===== src/rtl/p2_mem_read.sv =====
// Sweeps the P2 memory once per FC neuron and tags the returned data. Build option P2_RD_STALL_CNT_EN adds stall_cnt.
// Latency: data_valid/first/last/data_pass trail each issue by RD_LAT cycles; done rises RD_LAT+1 cycles after the last issue.
// Backpressure: enable=0 holds the address; the read pipeline keeps shifting and carries a bubble.
module p2_mem_read #(
    parameter int ADDR_W     = 4,
    parameter int DEPTH      = 16,
    parameter int PASS_W     = 4,
    parameter int NUM_PASSES = 10,
    parameter int RD_LAT     = 1
) (
    input  logic                     clk,
    input  logic                     reset,
    input  logic                     start,
    input  logic                     enable,
    output logic [ADDR_W-1:0]        addr0,
    output logic [PASS_W-1:0]        pass_idx,
    output logic [ADDR_W+PASS_W-1:0] waddr,
    output logic                     data_valid,
    output logic                     data_first,
    output logic                     data_last,
    output logic [PASS_W-1:0]        data_pass,
    output logic                     busy,
    output logic                     done
`ifdef P2_RD_STALL_CNT_EN
    ,
    output logic [15:0]              stall_cnt
`endif
);

    typedef enum logic [1:0] {IDLE, READ, DRAIN, DONE} state_t;

    localparam logic [ADDR_W-1:0] ADDR_LAST = ADDR_W'(DEPTH - 1);
    localparam logic [PASS_W-1:0] PASS_LAST = PASS_W'(NUM_PASSES - 1);
    localparam logic [1:0]        DRAIN_END = 2'(RD_LAT);

    state_t state_q, state_d;
    logic   issue;
    logic   restart;
    logic [1:0] drain_q;

    logic [RD_LAT-1:0] vld_p;
    logic [RD_LAT-1:0] first_p;
    logic [RD_LAT-1:0] last_p;
    logic [PASS_W-1:0] pass_p [RD_LAT];

    always_comb begin
        state_d = state_q;
        issue   = 1'b0;
        restart = 1'b0;
        case (state_q)
            IDLE, DONE: begin
                if (start) begin
                    state_d = READ;
                    restart = 1'b1;
                end
            end
            READ: begin
                if (enable) begin
                    issue = 1'b1;
                    if (addr0 == ADDR_LAST && pass_idx == PASS_LAST) begin
                        state_d = DRAIN;
                    end
                end
            end
            DRAIN: begin
                // one extra cycle beyond the read latency so done follows the last data beat
                if (drain_q == DRAIN_END) begin
                    state_d = DONE;
                end
            end
            default: state_d = IDLE;
        endcase
    end

    always_ff @(posedge clk) begin
        if (reset) begin
            state_q  <= IDLE;
            addr0    <= '0;
            pass_idx <= '0;
            drain_q  <= '0;
        end else begin
            state_q <= state_d;
            drain_q <= (state_q == DRAIN) ? drain_q + 2'd1 : 2'd0;
            if (restart) begin
                addr0    <= '0;
                pass_idx <= '0;
            end else if (issue && state_d == READ) begin
                // final issue leaves addr0/pass_idx parked on their last values
                if (addr0 == ADDR_LAST) begin
                    addr0    <= '0;
                    pass_idx <= pass_idx + PASS_W'(1);
                end else begin
                    addr0 <= addr0 + ADDR_W'(1);
                end
            end
        end
    end

    always_ff @(posedge clk) begin
        if (reset) begin
            vld_p   <= '0;
            first_p <= '0;
            last_p  <= '0;
            for (int i = 0; i < RD_LAT; i++) begin
                pass_p[i] <= '0;
            end
        end else begin
            vld_p[0]   <= issue;
            first_p[0] <= issue && (addr0 == '0);
            last_p[0]  <= issue && (addr0 == ADDR_LAST);
            pass_p[0]  <= issue ? pass_idx : '0;
            for (int i = 1; i < RD_LAT; i++) begin
                vld_p[i]   <= vld_p[i-1];
                first_p[i] <= first_p[i-1];
                last_p[i]  <= last_p[i-1];
                pass_p[i]  <= pass_p[i-1];
            end
        end
    end

`ifdef P2_RD_STALL_CNT_EN
    always_ff @(posedge clk) begin
        if (reset || restart) begin
            stall_cnt <= '0;
        end else if (state_q == READ && !enable && stall_cnt != 16'hFFFF) begin
            stall_cnt <= stall_cnt + 16'd1;
        end
    end
`endif

    assign waddr      = {pass_idx, addr0};
    assign data_valid = vld_p[RD_LAT-1];
    assign data_first = first_p[RD_LAT-1];
    assign data_last  = last_p[RD_LAT-1];
    assign data_pass  = pass_p[RD_LAT-1];
    assign busy       = (state_q == READ) || (state_q == DRAIN);
    assign done       = (state_q == DONE);

endmodule


===== config.mk =====
export PLATFORM = sky130hd
export DESIGN_NAME = p2_mem_read
export DESIGN_NICKNAME = d
export VERILOG_FILES = /design/src/rtl/p2_mem_read.sv
export SDC_FILE = /design/constraint.sdc
export NUM_CORES = 1
export LEC_CHECK = 0
export ABC_AREA = 1
export BUFFER_PORTS_ARGS = -buffer_cell sky130_fd_sc_hd__buf_2
export CORE_MARGIN = 4
export CORE_UTILIZATION = 53
export DETAILED_ROUTE_END_ITERATION = 10
export GPL_TIMING_DRIVEN = 0
export PLACE_DENSITY = 0.89
export SLEW_MARGIN = 20
export SYNTH_ARGS = -nofsm -noshare
export SYNTH_HDL_FRONTEND = slang
export SYNTH_SLANG_ARGS = --single-unit

===== constraint.sdc =====
create_clock -name clk -period 3.7 [get_ports clk]
set_clock_uncertainty 0.2 [all_clocks]
set_input_delay 0.185 -clock clk [delete_from_list [all_inputs] [get_ports clk]]
set_output_delay 0.185 -clock clk [all_outputs]
set_load 0.01 [all_outputs]

-- Word-level counts from Yosys, hierarchy flattened
Memory sizes are Yosys's and may differ from the RTL's.
Cells that the tools add are included.
- bits in registers: 15
- latch bits: 0
- RAM bits: 4
- memory bits (read-only): 0
- bits of input ports: 4
- word-level logic and storage cells: 47
- memories: 1
- memories (name ; words ; bits a word ; rd ports ; clocked after Yosys merged registers in ; write ports ; line ; RTL):
    pass_p ; 1 ; 4 ; 1 ; 0 ; 1 ; 44 ; logic [PASS_W-1:0] pass_p [RD_LAT];
- $add $sub $neg: 3
- multipliers: 0
- div/mod/pow operators: 0
- magnitude comparators: 0
- equal/unequal tests: 7
- shift-type cells: 0
- multiplexer cells: 16
- bitwise logic cells: 1
- reduce and logical (&&, ||, !) cells: 12
- operators with widths (kind ; count):
    2-to-1 mux 4 bit ; 3
    adder 4 x 1 -> 4 bit, second input constant ; 2
    == test 4 bit, second input constant ; 2
    2-to-1 mux 1 bit ; 8
    2-to-1 mux 2 bit ; 4
    == test 2 x 1 -> 1 bit, second input constant ; 3
    case mux 2 bit (3 select lines) ; 1
    OR reduction 2 bit ; 3
    == test 2 bit, second input constant ; 2
    logical AND 1 bit ; 4
    logical NOT 4 bit ; 1
    OR reduction 4 bit ; 1
    adder 2 x 1 -> 2 bit, second input constant ; 1
    logical NOT 2 bit ; 1
    AND reduction 2 bit ; 1
    logical OR 1 bit ; 1
    inverter 1 bit ; 1

-- Logic depth before layout (Yosys ltp)
- depth after elaboration: 8
- depth in mapped cells: 14

-- Least setup slack after synthesis
No wires, ideal clock.
- kind: flip-flop to flip-flop
- start point: register state_q[0]
- end point: register addr0[2]
- arrival: 1612 ps
- data required time: 3385 ps
- path slack: 1773 ps
- cell stages (with the launch flop): 13
- cells stage by stage: dfxtp_1 > inv_1 > ha_1 > inv_1 > nor2_1 > nand2_1 > nand2_2 > nor2_4 > inv_2 > nor2_4 > nand3_1 > nand2_1 > nor2_1
- word-level cells in the longest chain between the ends: 5
- elaborated cells on any way between the ends: 15
- RTL lines (what ; line ; RTL):
    start: declaration ; 36 ; state_t state_q, state_d;
    start signal: assignment ; 82 ; state_q <= state_d;
    == test 2 bit, or another cell as far along ; 50 ; case (state_q)
    OR reduction 2 bit / 2-to-1 mux 2 bit (equally long branches) ; 50, 58 ;
    case mux 2 bit (3 select lines) ; 50 ;
    == test 2 x 1 -> 1 bit ; 87 ; end else if (issue && state_d == READ) begin
    logical AND 1 bit ; 87 ;
    end signal: assignment ; 93 ; addr0 <= addr0 + ADDR_W'(1);
    end: declaration ; 15 ; output logic [ADDR_W-1:0] addr0,
Parallel ways exist; a longest one is shown, timed or not.
A chain may end at the register's enable or synchronous reset.

-- Final worst setup path
- start point: register state_q[0]
- end point: register pass_idx[1]
- word-level cells in the longest chain between the ends: 6
- elaborated cells on any way between the ends: 16
- RTL lines (what ; line ; RTL):
    == test 2 bit, or another cell as far along ; 50 ;
    OR reduction 2 bit / 2-to-1 mux 2 bit (equally long branches) ; 50, 58 ;
    case mux 2 bit (3 select lines) ; 50 ;
    == test 2 x 1 -> 1 bit ; 87 ;
    logical AND 1 bit ; 87 ;
    AND reduction 2 bit (no line) ; - ;
    end signal: assignment ; 91 ; pass_idx <= pass_idx + PASS_W'(1);
    end: declaration ; 16 ; output logic [PASS_W-1:0] pass_idx,
Parallel ways exist; a longest one is shown, timed or not.

==> results.md <==
* Int Pwr at 0.264 mW
* Switching share of power at 25.9%
* Max-slew headroom at 73.4%
* CTS Buffer Depth at 2
* Die Footprint at 2620 um2
* Worst Hold Path EP: data_valid
* Most frequent cells in the layout: 28 x buf_2, 21 x nor2_1, 20 x nand2_1
* Sequential area share after synthesis at 38.5%
* Final setup violation count at 0
* Crit end category: flop
* Clk_lat worst skew at 0.29 ns
* H-tree depth at 1
* Initial Util at 56.6%
* FF+latch count, synth at 19
* Worst path arrival time at 2.11 ns
* Finished Layout Cells at 187
* Worst Path Max Fanout at 7
* Port bufs at 28
* Share of total power in combinational logic at 11.5%
* GRT Overall Usage at 17.5%
* WL per Instance at 10.8 um
* Post-Synthesis Cells at 129
* Unrepaired setup endpoints after global routing: no
* Die Wd at 51.2 um
* R2r setup slk at 1.58 ns
* Hold path depth at 3
* Power Dens Cells at 298 nW/um2
* Post-CTS sizing at 0
* Nets at 176
* Drt first pass iters at 5
* First-pass GRT wire length at 3480 um
* DRC viols at 0
* Grt ovf at 0
* WP data required at 3.69 ns
* Post-synth ARST share at 0%
* Worst Tran Pin Value at 0.399 ns
* Vias per std cell at 4.76
* Final worst-path setup slack at 1.58 ns
* Util after Layout at 68.5%
* Row count at 15
* WHS at 0.0307 ns
* R2R depth at 12
* Vias in the first global route at 841
* Post-CTS Setup Bufs at 0
* CTS tree: done
* Final HPWL DP at 1550 um
* Total power at 0.357 mW
* Clk slew on worst S/H paths at 0.11 ns
* Avg Cell Area, Syn at 7.66 um2
* Critical hold path startpoint: enable
* Cell total after placement at 182
* DRT Wirelength at 2020 um
* Final period utilization at 57.2%
* Max Slew Vio Count at 0
* Hold_buf cts at 1
* Largest net degree at the start of global routing at 11
* Synth Cell Area at 988 um2
* Post-place setup slack at 1.61 ns
* Leading cell type in the layout, fill and taps excluded: buf_2
* Critical Path Start Type: flop
* Initial antenna violation count at 0
* DRT iter0 DRCs at 32
* R2R Path End: pass_idx[1]
* Min-Delay Path Class: primary input to flop
* Achievable clock frequency at 0.472 GHz
* Final Cell Area at 1200 um2
* Clock network fraction of design power at 29.3%
* Clk root buf: clkbuf_4
* Status: completed
* Net switching power figure at 0.0922 mW
* Sequential share of power at 59.2%
* Hold Fails Final Rpt at 0
* I/O pin count at 29
* CTS Sinks at 19
* Core region area at 1750 um2
* CTS Buf Count at 3
* Yosys cell types at 18
* Setup CP Type: flop to flop
* Total number of vias at 890
* Synth Flop Type: dfxtp_1
* Diodes inserted at 0
* Post-synth EDFFs at 0
* R2R Path Start: state_q[0]
* Routed Antenna Nets at 0
* Leading area contributor after synthesis: dfxtp_1
* Synth top area share at 38.5%
* Synth Net Count at 142
* Leading post-synthesis cells by cell area: dfxtp_1 38%, ha_1 11%, nor2_1 8.0%, nand2_1 7.6%, inv_1 7.2%
* YS warnings at 0
* Placer Congestion at 0.821
* VDD IR-drop max at 207 uV
* Die Span Y at 51.2 um
* Placement-stage cell area at 1160 um2
* Final TNS setup at 0 ns
* Layout cells sized above 1 at 30.9%
* Area grow syn2layout at 21.0%
* Max Cap Viol at 0
* Period minus WS final at 2.12 ns
* Lkg Pwr at 0.603 nW
cell type report:
class,instances,area (um2)
inverters,21,78.8
fillers,160,549
clock buffers,4,26.3
plain buffers,8,60.1
well taps,25,31.3
flip-flops and latches,19,380
multi-input cells,81,469
repair buffers,29,150
cells in the mapped netlist, drive strengths merged, types with 2 or more instances:
master   n
nand2   24
nor2    24
inv     21
dfxtp   19
ha       9
buf      8
a21oi    7
nand3    7
nor3     3
xor2     3
nand4    2
how the worst max path moves through the flow:
| stage | to | startpoint | slack [ns] | depth (start not counted) |
|---|---|---|---|---|
| 2_1_floorplan | addr0[2] | state_q[0] | 1.77 | 12 |
| 3_3_place_gp | pass_idx[0] | state_q[0] | 1.66 | 12 |
| 3_5_place_dp | pass_idx[1] | state_q[0] | 1.61 | 12 |
| 4_1_cts | addr0[0] | state_q[0] | 1.60 | 11 |
| 5_1_grt | addr0[3] | state_q[0] | 1.41 | 11 |
| 6_report | pass_idx[1] | state_q[0] | 1.58 | 12 |
power groups by stage:
stage / combinational, mW / sequential, mW / clock [mW]
2_1_floorplan: 0.0269 / 0.216 / 0
3_3_place_gp: 0.0384 / 0.216 / 0
3_5_place_dp: 0.0402 / 0.216 / 0
4_1_cts: 0.0410 / 0.211 / 0.106
5_1_grt: 0.0453 / 0.212 / 0.119
6_report: 0.0409 / 0.211 / 0.105
routing by layer:
layer	up-vias	share of wire [%]	routed length, um	GRT usage, %
li1	453	-	-	-
met5	-	0	0	0
met4	0	1.9	38	7.17
met2	28	51	1040	30.9
met3	4	5.8	117	3.79
met1	405	41	827	20.1
kinds of logic (layout without fill, tap and decap cells):
kind of cell / after synthesis / in the layout / synth area share, %
buf+inv: 29 / 62 / 14.1
fa+ha+maj: 9 / 9 / 11.4
xor+xnor: 3 / 3 / 2.66
simple gates: 61 / 61 / 29.0
compound gates: 8 / 8 / 4.43
flops: 19 / 19 / 38.5
worst max-delay path, stage by stage, from the launching register on:
cell and delay (ns):
dfxtp_1 0.42, inv_1 0.10, ha_1 0.34, inv_1 0.15, nor2_1 0.06, nand2_1 0.07, nand2_2 0.08, nor2_4 0.15
inv_2 0.06, nor2_4 0.18, nand3_1 0.09, nand2_1 0.07, nor2_1 0.04
flip-flops by register name (all words and copies together), names as in the netlist:
register / count
data_last: 1
state_q: 2
data_valid: 1
pass_idx: 4
addr0: 4
drain_q: 2
pass_p: 4
data_first: 1
Note: power is estimated with default switching activity, not from simulation.
